--- src/rtl/cdb_arbiter.sv ---
// cdb_arbiter: per-producer FIFOs feeding a round-robin scheduled, registered common data bus.
// Optional CDB_ARBITER_PERF_EN adds perf_conflict_cnt (edges with >= 2 non-empty FIFOs).
module cdb_arbiter #(
  parameter int NUM_SRC = 3,
  parameter int ROB_WIDTH = 4,
  parameter int FIFO_DEPTH = 2,
  localparam int SW = (NUM_SRC > 1) ? $clog2(NUM_SRC) : 1,
  localparam int PW = $clog2(FIFO_DEPTH),
  localparam int TW = ROB_WIDTH + 33
) (
  input  logic                           clk_in,
  input  logic                           rst_in,
  input  logic                           rdy_in,
  input  logic                           flush,
  input  logic [NUM_SRC-1:0]             src_valid,
  input  logic [NUM_SRC*ROB_WIDTH-1:0]   src_rob_id,
  input  logic [NUM_SRC*32-1:0]          src_data,
  input  logic [NUM_SRC-1:0]             src_set_jump_addr,
  output logic [NUM_SRC-1:0]             src_full,
  output logic                           cdb_rdy,
  output logic [ROB_WIDTH-1:0]           cdb_rob_id,
  output logic [31:0]                    cdb_data,
  output logic                           cdb_set_jump_addr,
  output logic [SW-1:0]                  cdb_src
`ifdef CDB_ARBITER_PERF_EN
  ,
  output logic [31:0]                    perf_conflict_cnt
`endif
);
  logic clr;
  logic any;
  logic [SW-1:0] gnt, idx, rr_q, rr_d;
  logic [NUM_SRC-1:0] nempty;
  logic [TW-1:0] head [NUM_SRC];
  logic rdy_q, sj_q;
  logic [ROB_WIDTH-1:0] rob_q;
  logic [31:0] data_q;
  logic [SW-1:0] src_q;
  assign clr = rst_in || (rdy_in && flush);
  for (genvar i = 0; i < NUM_SRC; i++) begin : g_src
    logic [TW-1:0] mem_q [FIFO_DEPTH];
    logic [PW-1:0] wptr_q, rptr_q;
    logic [PW:0] cnt_q, cnt_d;
    logic push, pop;
    assign nempty[i] = cnt_q != '0;
    assign src_full[i] = cnt_q == (PW+1)'(FIFO_DEPTH);
    assign push = src_valid[i] && !src_full[i];
    assign pop = any && gnt == SW'(i);
    assign cnt_d = cnt_q + (PW+1)'(push) - (PW+1)'(pop);
    assign head[i] = mem_q[rptr_q];
    always_ff @(posedge clk_in)
      if (!clr && rdy_in && push)
        mem_q[wptr_q] <= {src_rob_id[i*ROB_WIDTH +: ROB_WIDTH], src_data[i*32 +: 32], src_set_jump_addr[i]};
    always_ff @(posedge clk_in) begin
      if (clr) begin
        wptr_q <= '0;
        rptr_q <= '0;
        cnt_q <= '0;
      end else if (rdy_in) begin
        if (push) wptr_q <= wptr_q + 1'b1;
        if (pop) rptr_q <= rptr_q + 1'b1;
        cnt_q <= cnt_d;
      end
    end
  end
  // Walk from the highest offset down so the closest non-empty source to rr_q wins.
  always_comb begin
    gnt = '0;
    idx = '0;
    any = 1'b0;
    for (int k = NUM_SRC - 1; k >= 0; k--) begin
      idx = SW'((int'(rr_q) + k) % NUM_SRC);
      if (nempty[idx]) begin
        gnt = idx;
        any = 1'b1;
      end
    end
    rr_d = any ? ((gnt == SW'(NUM_SRC - 1)) ? '0 : gnt + 1'b1) : rr_q;
  end
  always_ff @(posedge clk_in) begin
    if (clr) begin
      rdy_q <= 1'b0;
      rob_q <= '0;
      data_q <= '0;
      sj_q <= 1'b0;
      src_q <= '0;
      rr_q <= '0;
    end else if (rdy_in) begin
      rdy_q <= any;
      rr_q <= rr_d;
      if (any) begin
        {rob_q, data_q, sj_q} <= head[gnt];
        src_q <= gnt;
      end
    end
  end
  assign cdb_rdy = rdy_q;
  assign cdb_rob_id = rob_q;
  assign cdb_data = data_q;
  assign cdb_set_jump_addr = sj_q;
  assign cdb_src = src_q;
`ifdef CDB_ARBITER_PERF_EN
  logic [31:0] perf_q;
  // Flush deliberately leaves the counter alone; only reset clears it.
  always_ff @(posedge clk_in) begin
    if (rst_in) perf_q <= '0;
    else if (rdy_in && $countones(nempty) >= 2) perf_q <= perf_q + 1'b1;
  end
  assign perf_conflict_cnt = perf_q;
`endif
endmodule

--- config.mk ---
export PLATFORM = sky130hd
export DESIGN_NAME = cdb_arbiter
export DESIGN_NICKNAME = d
export VERILOG_FILES = /design/src/rtl/cdb_arbiter.sv
export SDC_FILE = /design/constraint.sdc
export NUM_CORES = 1
export LEC_CHECK = 0
export CORE_MARGIN = 8
export CORE_UTILIZATION = 30
export DETAILED_ROUTE_END_ITERATION = 7
export HOLD_SLACK_MARGIN = 0.02
export MAX_ROUTING_LAYER = met4
export SYNTH_ARGS = -nofsm -noshare
export SYNTH_HDL_FRONTEND = slang
export SYNTH_SLANG_ARGS = --single-unit
--- constraint.sdc ---
create_clock -name clk_in -period 6.2 [get_ports clk_in]
set_input_delay 1.24 -clock clk_in [delete_from_list [all_inputs] [get_ports clk_in]]
set_output_delay 1.24 -clock clk_in [all_outputs]
set_load 0.05 [all_outputs]
After elaboration in Yosys (flattened, before gate mapping)
Memory sizes are Yosys's and may differ from the RTL's. A register that Yosys moved wholly into a read port is not among the register bits.
Cells that the tools add are included.
Word-level totals
  register bits after elaboration: 54
  memory bits (writable): 222
  input bits: 118
  output and inout bits: 43
  word-level logic and storage cells: 101
  memories kept: 3
Cells by class
  $add $sub $neg: 15
  divide/modulo/power cells: 3
  $lt $le $gt $ge: 4
  equal/unequal tests: 5
  mux-type cells: 28
  bitwise gates (word level): 1
  reduce and logical (&&, ||, !) cells: 27
Memories
  g_src[0].mem_q: words 2, bits a word 37, read ports 1, clocked after Yosys merged registers in 1, wr ports 1, line 41  | logic [TW-1:0] mem_q [FIFO_DEPTH];
  g_src[1].mem_q: words 2, bits a word 37, read ports 1, clocked after Yosys merged registers in 1, wr ports 1, line 41
  g_src[2].mem_q: words 2, bits a word 37, read ports 1, clocked after Yosys merged registers in 1, wr ports 1, line 41
Operators with widths (number)
  binary-select mux 37 bit (select 2 bit): 1
  2-to-1 mux 37 bit: 2
  modulo 32 x 3 -> 32 bit, second input constant: 2
  modulo 3 x 3 -> 32 bit, second input constant: 1
  2-to-1 mux 1 bit: 18
  AND reduction 2 bit: 7
  logical AND 1 bit: 11
  less-than comparator 2 x 3 -> 1 bit, second input constant: 3
  equality test 2 bit, second input constant: 4
  2-to-1 mux 2 bit: 4
  adder 1 bit, second input constant: 6
  adder 2 x 1 -> 2 bit: 3
  binary-select mux 1 bit (select 2 bit): 3
  nonzero test 2 bit: 3
  subtractor 2 x 1 -> 2 bit: 3
  logical NOT 1 bit: 4
  adder 2 x 1 -> 3 bit, second input constant: 1
  adder 2 x 2 -> 3 bit, second input constant: 1
  greater-or-equal comparator 3 bit, second input constant: 1
  inverter 2 -> 3 bit: 1
  adder 2 x 1 -> 2 bit, second input constant: 1
  equality test 2 x 1 -> 1 bit, second input constant: 1
  logical NOT 2 bit: 1
  logical OR 1 bit: 1

Depth between registers and ports, before layout
Gate-level depths: netlist (run 1).
  word-level depth: 12
  depth in mapped cells: 14
  mapped depth without buffers: 13

Worst setup path before layout (run 1)
No wires, ideal clock.
  path kind: input-to-reg
  from: input port flush
  to: memory g_src[0].mem_q[0][0] in the netlist's numbering, enable pin
  setup time: 485 ps
  arrival time: 4460 ps
  required time: 5715 ps
  path slack: 1255 ps
  cell stages on the path: 3
  path buffers: 0
  cell sequence: a21oi_1 > and2_1 > nor3b_1
On the way
  cells in the longest elaborated chain, start to end: 7
RTL lines
  start: declaration: line 14  | input logic flush,
  logical AND 1 bit: line 39  | assign clr = rst_in || (rdy_in && flush);
  logical OR 1 bit: line 39
  logical NOT 1 bit: line 52  | if (!clr && rdy_in && push)
  logical AND 1 bit (2 in series): line 52
  2-to-1 mux 1 bit: line 52
  2-to-1 mux 1 bit (not written as such): line 53  | mem_q[wptr_q] <= {src_rob_id[i*ROB_WIDTH +: ROB_WIDTH], src_data[i*32 +: 32], src_set_jump_addr[i]};
  end: declaration: line 41
Every way passes these cells.

Worst setup path after layout (run 1)
  from: input port rdy_in
  to: memory g_src[1].mem_q[1][32] in the netlist's numbering, enable pin
On the way
  cells in the longest elaborated chain, start to end: 7
RTL lines
  start: declaration: line 13  | input logic rdy_in,
  logical AND 1 bit: line 39
  logical OR 1 bit: line 39
  logical NOT 1 bit: line 52
  logical AND 1 bit (*) (2 in series): line 52
  2-to-1 mux 1 bit (*): line 52
  2-to-1 mux 1 bit (not written as such) (*): line 53
  end: declaration: line 41
Every way passes the cells marked *; elsewhere a longest branch is shown, timed or not.

==> summary.txt, run 1 <==
DP Worst Slack = 1820 ps
Post-synth net total = 820
Mapped Cells = 694
Synth Register Bits = 279
Port Buffers = 160
Post-synth EDFFs = 222
Metal3 WL = 1370 µm
Crit. End Element = flip-flop
Final WL = 26,800 µm
Unrepaired setup endpoints after global routing = no
Die Width = 208 µm
Final hold violations = 0
Vias in the first global route = 6,556
Mapped Area = 0.0111 mm²
Largest net degree at the start of global routing = 82
Detailed placer's ending HPWL = 18,100 µm
Nets = 980
Fin area = 0.0142 mm²
Share of cells above drive strength 1 = 9.10%
Distinct cell type count after synthesis = 38
Final Max Tran Viols = 0
1st-iter DRT viols = 325
Leakage = 5.21 nW
Metal-1 WL = 11,800 µm
Setup Viol. Count Final = 0
Vias = 6,263
Avg Cell Area, Syn = 16.0 µm²
Synth warnings = 0
TritonCTS Buffers = 31
Hold Path Class = flip-flop to flip-flop
Max Clk Rate = 0.268 GHz
Core area = 0.0365 mm²
Remaining DRCs = 0
Least-Margin Pin Slew = 1050 ps
Tmin final = 3730 ps
DR vias/cell = 4.64
Main area contributors after synthesis = edfxtp_1, mux2i_1, dfxtp_1
Max layer used = met4
Worst setup margin = 2470 ps
Top cell type by total area after synthesis = edfxtp_1
Synth top area share = 60.0%
Per-cell routed wire length = 19.8 µm
Worst-case clock buffer depth = 3
Crit path DAT = 3890 ps
Die Y-Extent = 208 µm
GP Congestion = 0.726
I/O pin cnt = 161
Row count = 70
First-pass GRT wire length = 39,900 µm
Clock slew seen by the registers of the worst setup and hold paths = 60 ps
Area Growth Syn to Fin = 27.5%
Clock root cell = clkbuf_16
Setup TNS = 0 ps
PwrDens = 326 mW/mm²
Post-synthesis async set-or-reset flop share = 0%
Final Hold Slack = 457 ps
Critical path peak fanout = 41
Slew headroom = 29.8%
Outcome = finished, final reports clean
CTS tree = yes
Maxcap violations = 0
CP Class = primary input to flip-flop
Post-synth top cells = edfxtp_1, mux2i_1, dfxtp_1
CTS resizes = 0
Die area = 0.0434 mm²
Initial Utilization = 30.4%
CP Launch Type = primary input
Max rail drop VDD = 220 µV
Top-count cell post-synth = edfxtp_1
Final ANT Viol Nets = 0
Clock Skew = 17.6 ps
Clock Latency Late Sink = 560 ps
Drt first pass iters = 4
GRT Total Usage = 12.2%
H-Tree Level Count = 1
Post-DP Area = 0.0131 mm²
GRT overflow = 0
Setup Buffers After CTS = 0
Main flop type after synthesis = edfxtp_1
Wire length on met2 = 13,100 µm
Number of hold buffers added after cts = 0
# clock sinks = 279
Sequential share of the synthesized area = 70.3%
Critical Path RT = 6360 ps
Initial antenna violation count = 1
Tcrit/Tclk final = 60.1%
placed cells by master (no fill, tap or decap), types with 3 or more instances in the layout:
cell type and instances:
edfxtp_1 222, clkdlybuf4s50_1 160, mux2i_1 154, dfxtp_1 54, a211o_1 37, nor4_1 37, and3_1 36, clkbuf_16 31
nor2_1 18, inv_1 12, buf_4 12, nand2_1 11, xor2_1 10, ha_1 8, clkbuf_1 8, a21oi_1 7
nand2b_1 6, clkinv_2 5, and2_1 4, clkinv_1 4, clkbuf_8 4, nor3b_2 3, and3_2 3
layer usage:
layer,vias to the layer above,track usage (%)
li1,3008,-
met1,3065,15.3
met2,154,20.5
met3,36,2.56
met4,0,2.23
met5,-,-
cells by family after synthesis:
family,Yosys count,synth area share [%]
adder cells (fa/ha/maj),10,1.10
AO/OA/AOI/OAI,54,4.01
buffers and inverters,58,2.95
AND/OR/NAND/NOR,128,6.84
multiplexers,155,14.0
XOR/XNOR,10,0.789
flip-flops,279,70.3
critical path: stages:
cell and delay [ps]:
clkdlybuf4s50_1 800, a21oi_4 250, buf_4 400, and2_1 260, and3_2 910
path summary, 6_finish.rpt:
kind	from	to	slack (ps)	depth (start not counted)
worst max-delay path	rdy_in	g_src[1].mem_q[1][32]$_DFFE_PP_	2470	5
worst min-delay path	cdb_src[0]$_SDFFE_PP0P_	cdb_src[0]$_SDFFE_PP0P_	460	2
worst max register to register	rr_q[0]$_SDFFE_PP0P_	cdb_data[28]$_SDFFE_PP0P_	2790	9
worst min register to register	cdb_src[0]$_SDFFE_PP0P_	cdb_src[0]$_SDFFE_PP0P_	460	2
registers in the layout, summed over array words and instances, names as in the netlist, named ones only:
name / count
cdb_rdy: 1
g_src.cnt_q: 6
cdb_set_jump_addr: 1
g_src.mem_q: 222
rr_q: 2
cdb_src: 2
cdb_data: 32
g_src.wptr_q: 3
g_src.rptr_q: 3
cdb_rob_id: 4
stage by stage:
stage                     power [mW]  instances  utilization [%]
after floorplan                 2.65        694                -
after global placement          2.88       1289             36.0
after detailed placement        2.89       1289             36.0
after CTS                       4.68       1347             38.7
after global routing            4.79       1348             38.7
final                           4.61       1349             38.8
where the power goes:
group          switching (mW)  total (mW)  internal, mW
Clock                   0.717        1.77          1.05
Sequential             0.0534        2.15          2.09
Combinational           0.413       0.695         0.282
Total                    1.18        4.61          3.43
final cells by class:
class,count,area [µm²]
tap,468,586
timing repair buffer,172,1690
sequential,279,7810
antenna,2,5.00
inverter,13,48.8
multi-input combinational,357,3010
clock buffer,43,861
clock inverter,15,143
fill,3321,22400
Note: power is estimated with default switching activity, not from simulation.
==> run 2: changes to the inputs <==
==> constraint.sdc (replaced) <==
create_clock -name clk_in -period 3.5 [get_ports clk_in]
set_input_delay 0.7 -clock clk_in [delete_from_list [all_inputs] [get_ports clk_in]]
set_output_delay 0.7 -clock clk_in [all_outputs]
set_load 0.05 [all_outputs]
==> summary.txt, run 2 (same netlist as run 1, synthesis figures left out) <==
Maxcap violations = 0
Initial Utilization = 30.4%
CP Launch Type = flip-flop
Sequential fraction of design power = 46.5%
Hold Path Class = flip-flop to flip-flop
Detailed placer's ending HPWL = 18,800 µm
Outcome = finished, final reports clean
Fill cell count = 3,399
Drt first pass iters = 4
Initial antenna violation count = 1
# clock sinks = 279
Tmin final = 2690 ps
Sequential cell area = 0.00781 mm²
Critical Path RT = 2800 ps
Most frequent cells in the layout = edfxtp_1, clkdlybuf4s50_1, mux2i_1, dfxtp_1
DR vias/cell = 4.66
Worst-case clock buffer depth = 3
CP Class = flip-flop to primary output
R2R cell count = 13
Final Hold Slack = 472 ps
Slew headroom = 46.0%
Leakage = 5.27 nW
Vias in the first global route = 6,671
Share of cells above drive strength 1 = 10.3%
Clock slew seen by the registers of the worst setup and hold paths = 70 ps
Port Buffers = 160
Final core utilization = 39.0%
Cell-internal power = 6.13 mW
DP Worst Slack = 750 ps
Largest register FFs = 222
TritonCTS Buffers = 28
Final Max Tran Viols = 0
Sw Pwr = 2.07 mW
Max Clk Rate = 0.372 GHz
First-pass GRT wire length = 40,700 µm
Clock Latency Late Sink = 550 ps
Die area = 0.0434 mm²
GRT Total Usage = 12.4%
CTS tree = yes
Core area = 0.0365 mm²
HP Start = cdb_src[0]$_SDFFE_PP0P_
Area Growth Syn to Fin = 28.3%
PwrDens = 575 mW/mm²
Power Total = 8.20 mW
Reg-to-reg endpoint = g_src[0].cnt_q[1]$_SDFFE_PP0P_
1st-iter DRT viols = 359
Worst-path cell chain = nand2b_1 -> inv_1 -> clkdlybuf4s50_1
GRT overflow = 0
Die Width = 208 µm
Tcrit/Tclk final = 76.7%
R2R Path Start = rr_q[0]$_SDFFE_PP0P_
Multi-input logic area = 0.00303 mm²
Nets = 991
Least-Margin Pin Slew = 810 ps
Setup TNS = 0 ps
Commonest non-fill, non-tap cell in the layout = edfxtp_1
Max rail drop VDD = 299 µV
Crit path largest cell delay = 810 ps
Die Y-Extent = 208 µm
Largest net degree at the start of global routing = 41
Crit path DAT = 1990 ps
Worst Hold Endpoint = cdb_src[0]$_SDFFE_PP0P_
Hold path depth = 2
Setup Viol. Count Final = 0
Unrepaired setup endpoints after global routing = no
Clock root cell = clkbuf_16
Clock Skew = 22.5 ps
Clock power share = 38.3%
Worst setup margin = 815 ps
Vias = 6,317
Per-cell routed wire length = 19.9 µm
Setup Buffers After CTS = 0
GP Congestion = 0.761
Crit. End Element = primary output
Sw Ratio = 25.2%
Final hold violations = 0
Reg2reg setup slack = 820 ps
Slowest cell on crit path = clkdlybuf4s50_1
Final ANT Viol Nets = 0
Critical path peak fanout = 6
I/O pin cnt = 161
Number of hold buffers added after cts = 0
Remaining DRCs = 0
Combinational power share = 15.2%
CTS resizes = 0
Top reg by flops = g_src.mem_q
Critical Path Source = g_src[1].cnt_q[0]$_SDFFE_PP0P_
H-Tree Level Count = 1
Row count = 70
Final WL = 27,000 µm
-- run 2: final cells by class --
type	count	share of cell area, %
repair buffers	186	12.6
well taps	468	4.11
multi-input cells	357	21.2
inverters	13	0.342
flip-flops and latches	279	54.8
diodes	1	0.0176
clock buffers	40	5.73
clock inverters	12	1.14
-- run 2: through the flow --
| step | instance area (µm²) | instances |
|---|---|---|
| finish | 14200 | 1356 |
| global route | 14200 | 1356 |
| CTS | 14200 | 1355 |
| detailed placement | 13300 | 1303 |
| global placement | 13300 | 1303 |
| floorplan | 11100 | 694 |
-- run 2: per-layer routing --
metal / share of wire [%] / track usage (%)
met1: 46 / 16.0
met2: 47 / 20.0
met3: 4.5 / 2.27
met4: 2.3 / 3.45
met5: 0 / -
-- run 2: critical path, delay by kind of cell (launching register included) --
family / cells / cell delay, ps
flops: 1 / 370
simple gates: 1 / 180
buf+inv: 2 / 900
-- run 2: how the worst max path moves through the flow --
stage | endpoint | slack, ps | cells after the start
floorplan | g_src[0].mem_q[0][0]$_DFFE_PP_ | 420 | 3
global placement | g_src[0].mem_q[1][30]$_DFFE_PP_ | 780 | 5
detailed placement | cdb_data[19]$_SDFFE_PP0P_ | 750 | 5
CTS | src_full[1] | 760 | 3
global route | g_src[0].cnt_q[1]$_SDFFE_PP0P_ | 550 | 13
finish | src_full[1] | 810 | 3
-- run 2: power by group through the flow --
stage          Sequential, mW  Combinational [mW]  Clock, mW
3_3_place_gp             3.89                1.26          0
6_report                 3.81                1.25       3.14
5_1_grt                  3.83                1.34       3.32
4_1_cts                  3.82                1.27       3.22
3_5_place_dp             3.89                1.27          0
2_1_floorplan            4.02               0.670          0
==> run 3: changes to the inputs <==
==> constraint.sdc (replaced) <==
create_clock -name clk_in -period 2.2 [get_ports clk_in]
set_input_delay 0.44 -clock clk_in [delete_from_list [all_inputs] [get_ports clk_in]]
set_output_delay 0.44 -clock clk_in [all_outputs]
set_load 0.05 [all_outputs]
==> summary.txt, run 3 (same netlist as run 1, synthesis figures left out) <==
Outcome = finished with violations
Failing checks = setup timing
Reg-to-reg endpoint = cdb_data[31]$_SDFFE_PP0P_
Die Width = 208 µm
Critical Path RT = 2630 ps
HP Start = cdb_src[0]$_SDFFE_PP0P_
Worst Hold Endpoint = cdb_src[0]$_SDFFE_PP0P_
DP Worst Slack = -153 ps
Metal3 WL = 1130 µm
H-Tree Level Count = 1
Worst-case clock buffer depth = 3
R2R Path Start = rr_q[0]$_SDFFE_PP0P_
Max Clk Rate = 0.421 GHz
Critical path peak fanout = 10
Setup Viol. Count Final = 25
GP Congestion = 0.741
First-pass GRT wire length = 43,400 µm
Crit path DAT = 2810 ps
Unrepaired setup endpoints after global routing = yes
DR vias/cell = 4.69
CP Class = flip-flop to flip-flop
Clock slew seen by the registers of the worst setup and hold paths = 60 ps
Initial antenna violation count = 1
Die area = 0.0434 mm²
Reg2reg setup slack = -170 ps
Final Hold Slack = 466 ps
CTS tree = yes
Final Max Tran Viols = 0
Drt first pass iters = 4
PwrDens = 896 mW/mm²
Clock Skew = 10.4 ps
Max rail drop VDD = 539 µV
Tmin final = 2370 ps
Largest net degree at the start of global routing = 41
Top reg by flops = g_src.mem_q
Per-cell routed wire length = 20.8 µm
Clock root cell = clkbuf_16
CP Launch Type = flip-flop
Most frequent cells in the layout = edfxtp_1, mux2i_1, clkdlybuf4s50_1, dfxtp_1, buf_4
Maxcap violations = 0
R2R cell count = 13
Fin area = 0.0154 mm²
Slew headroom = 61.7%
Initial Utilization = 30.4%
Hold path depth = 2
GRT Total Usage = 13.2%
Row count = 70
Crit. End Element = flip-flop
Core area = 0.0365 mm²
Post-DP Area = 0.0138 mm²
Nets = 1,046
Port Buffers = 160
Detailed placer's ending HPWL = 19,500 µm
# clock sinks = 279
Worst setup margin = -174 ps
Metal-1 WL = 13,200 µm
Area Growth Syn to Fin = 38.7%
Setup TNS = -2570 ps
Clock Latency Late Sink = 550 ps
I/O pin cnt = 161
Final WL = 29,300 µm
Remaining DRCs = 0
1st-iter DRT viols = 355
Die Y-Extent = 208 µm
Hold Path Class = flip-flop to flip-flop
Largest register FFs = 222
TritonCTS Buffers = 30
Least-Margin Pin Slew = 574 ps
GRT overflow = 0
Final ANT Viol Nets = 0
Vias in the first global route = 7,080
Max layer used = met4
Wire length on met2 = 14,400 µm
Vias = 6,624
Tcrit/Tclk final = 108%
Share of cells above drive strength 1 = 21.2%
Commonest non-fill, non-tap cell in the layout = edfxtp_1
Final hold violations = 0
Leakage = 6.07 nW
## run 3: cell types whose count changed in the layout (fill, tap and decap cells not counted), moves of 5 or more
cell	previous run	this run
buf_6	0	8
nor4_1	37	16
inv_2	1	6
ha_1	8	1
dlymetal6s2s_1	0	17
inv_1	12	7
clkinv_2	3	8
clkdlybuf4s50_1	160	130
ha_4	0	6
buf_4	26	48
dlygate4sd2_1	0	8
nor4_2	0	17
buf_12	0	21
clkbuf_16	29	35
## run 3: area by class of cell
class                           instances  area [µm²]
Inverter                               13        48.8
Antenna cell                            1        2.50
Tap cell                              468         586
Sequential cell                       279        7820
Clock buffer                           36         815
Timing Repair Buffer                  239        2600
Clock inverter                         20         213
Multi-Input combinational cell        357        3320
Fill cell                            3280       21100
## run 3: metrics by stage
stage	instances	power (mW)	utilization [%]
floorplan	694	7.49	-
global placement	1337	8.38	37.7
detailed placement	1337	8.41	37.7
CTS	1406	13.7	41.3
global route	1413	14.3	42.2
finish	1413	13.8	42.2
## run 3: critical path, cell delays in order (launching register included)
cell and delay (ps):
dfxtp_2 350, inv_2 50, ha_4 150, or3_4 390, buf_6 130, a31oi_4 160
nand2_2 100, inv_2 110, buf_6 120, nor3_4 50, buf_4 140, buf_6 110
buf_12 140, a211o_1 260
## run 3: report_power, final
part / switching (mW) / internal (mW) / total, mW / leakage (nW)
registers: 0.111 / 5.90 / 6.01 / 2.48
logic: 1.46 / 1.18 / 2.63 / 3.09
clock network: 2.04 / 3.11 / 5.15 / 0.506
## run 3: worst max-delay path by stage
stage / start / end / slack, ps / cells after the start
3_5_place_dp: rr_q[1]$_SDFFE_PP0P_ / g_src[1].cnt_q[1]$_SDFFE_PP0P_ / -150 / 13
5_1_grt: rr_q[0]$_SDFFE_PP0P_ / g_src[0].cnt_q[1]$_SDFFE_PP0P_ / -230 / 13
3_3_place_gp: rdy_in / g_src[1].mem_q[0][21]$_DFFE_PP_ / -150 / 5
2_1_floorplan: rr_q[0]$_SDFFE_PP0P_ / g_src[0].cnt_q[1]$_SDFFE_PP0P_ / -190 / 14
6_report: rr_q[0]$_SDFFE_PP0P_ / cdb_data[31]$_SDFFE_PP0P_ / -170 / 13
4_1_cts: rr_q[0]$_SDFFE_PP0P_ / g_src[0].cnt_q[1]$_SDFFE_PP0P_ / -120 / 13
## run 3: timing repair
item	in CTS	in global routing
hold buffers	0	0
endpoints found under the setup margin	50	63
pin swaps	16	21
resized for setup	40	54
setup buffers	12	5
gates cloned	2	4
## run 3: metal layers
metal	up-vias	global-route usage [%]
met5	-	-
met4	0	3.38
met3	38	1.89
met2	162	21.8
met1	3287	17.0
li1	3137	-
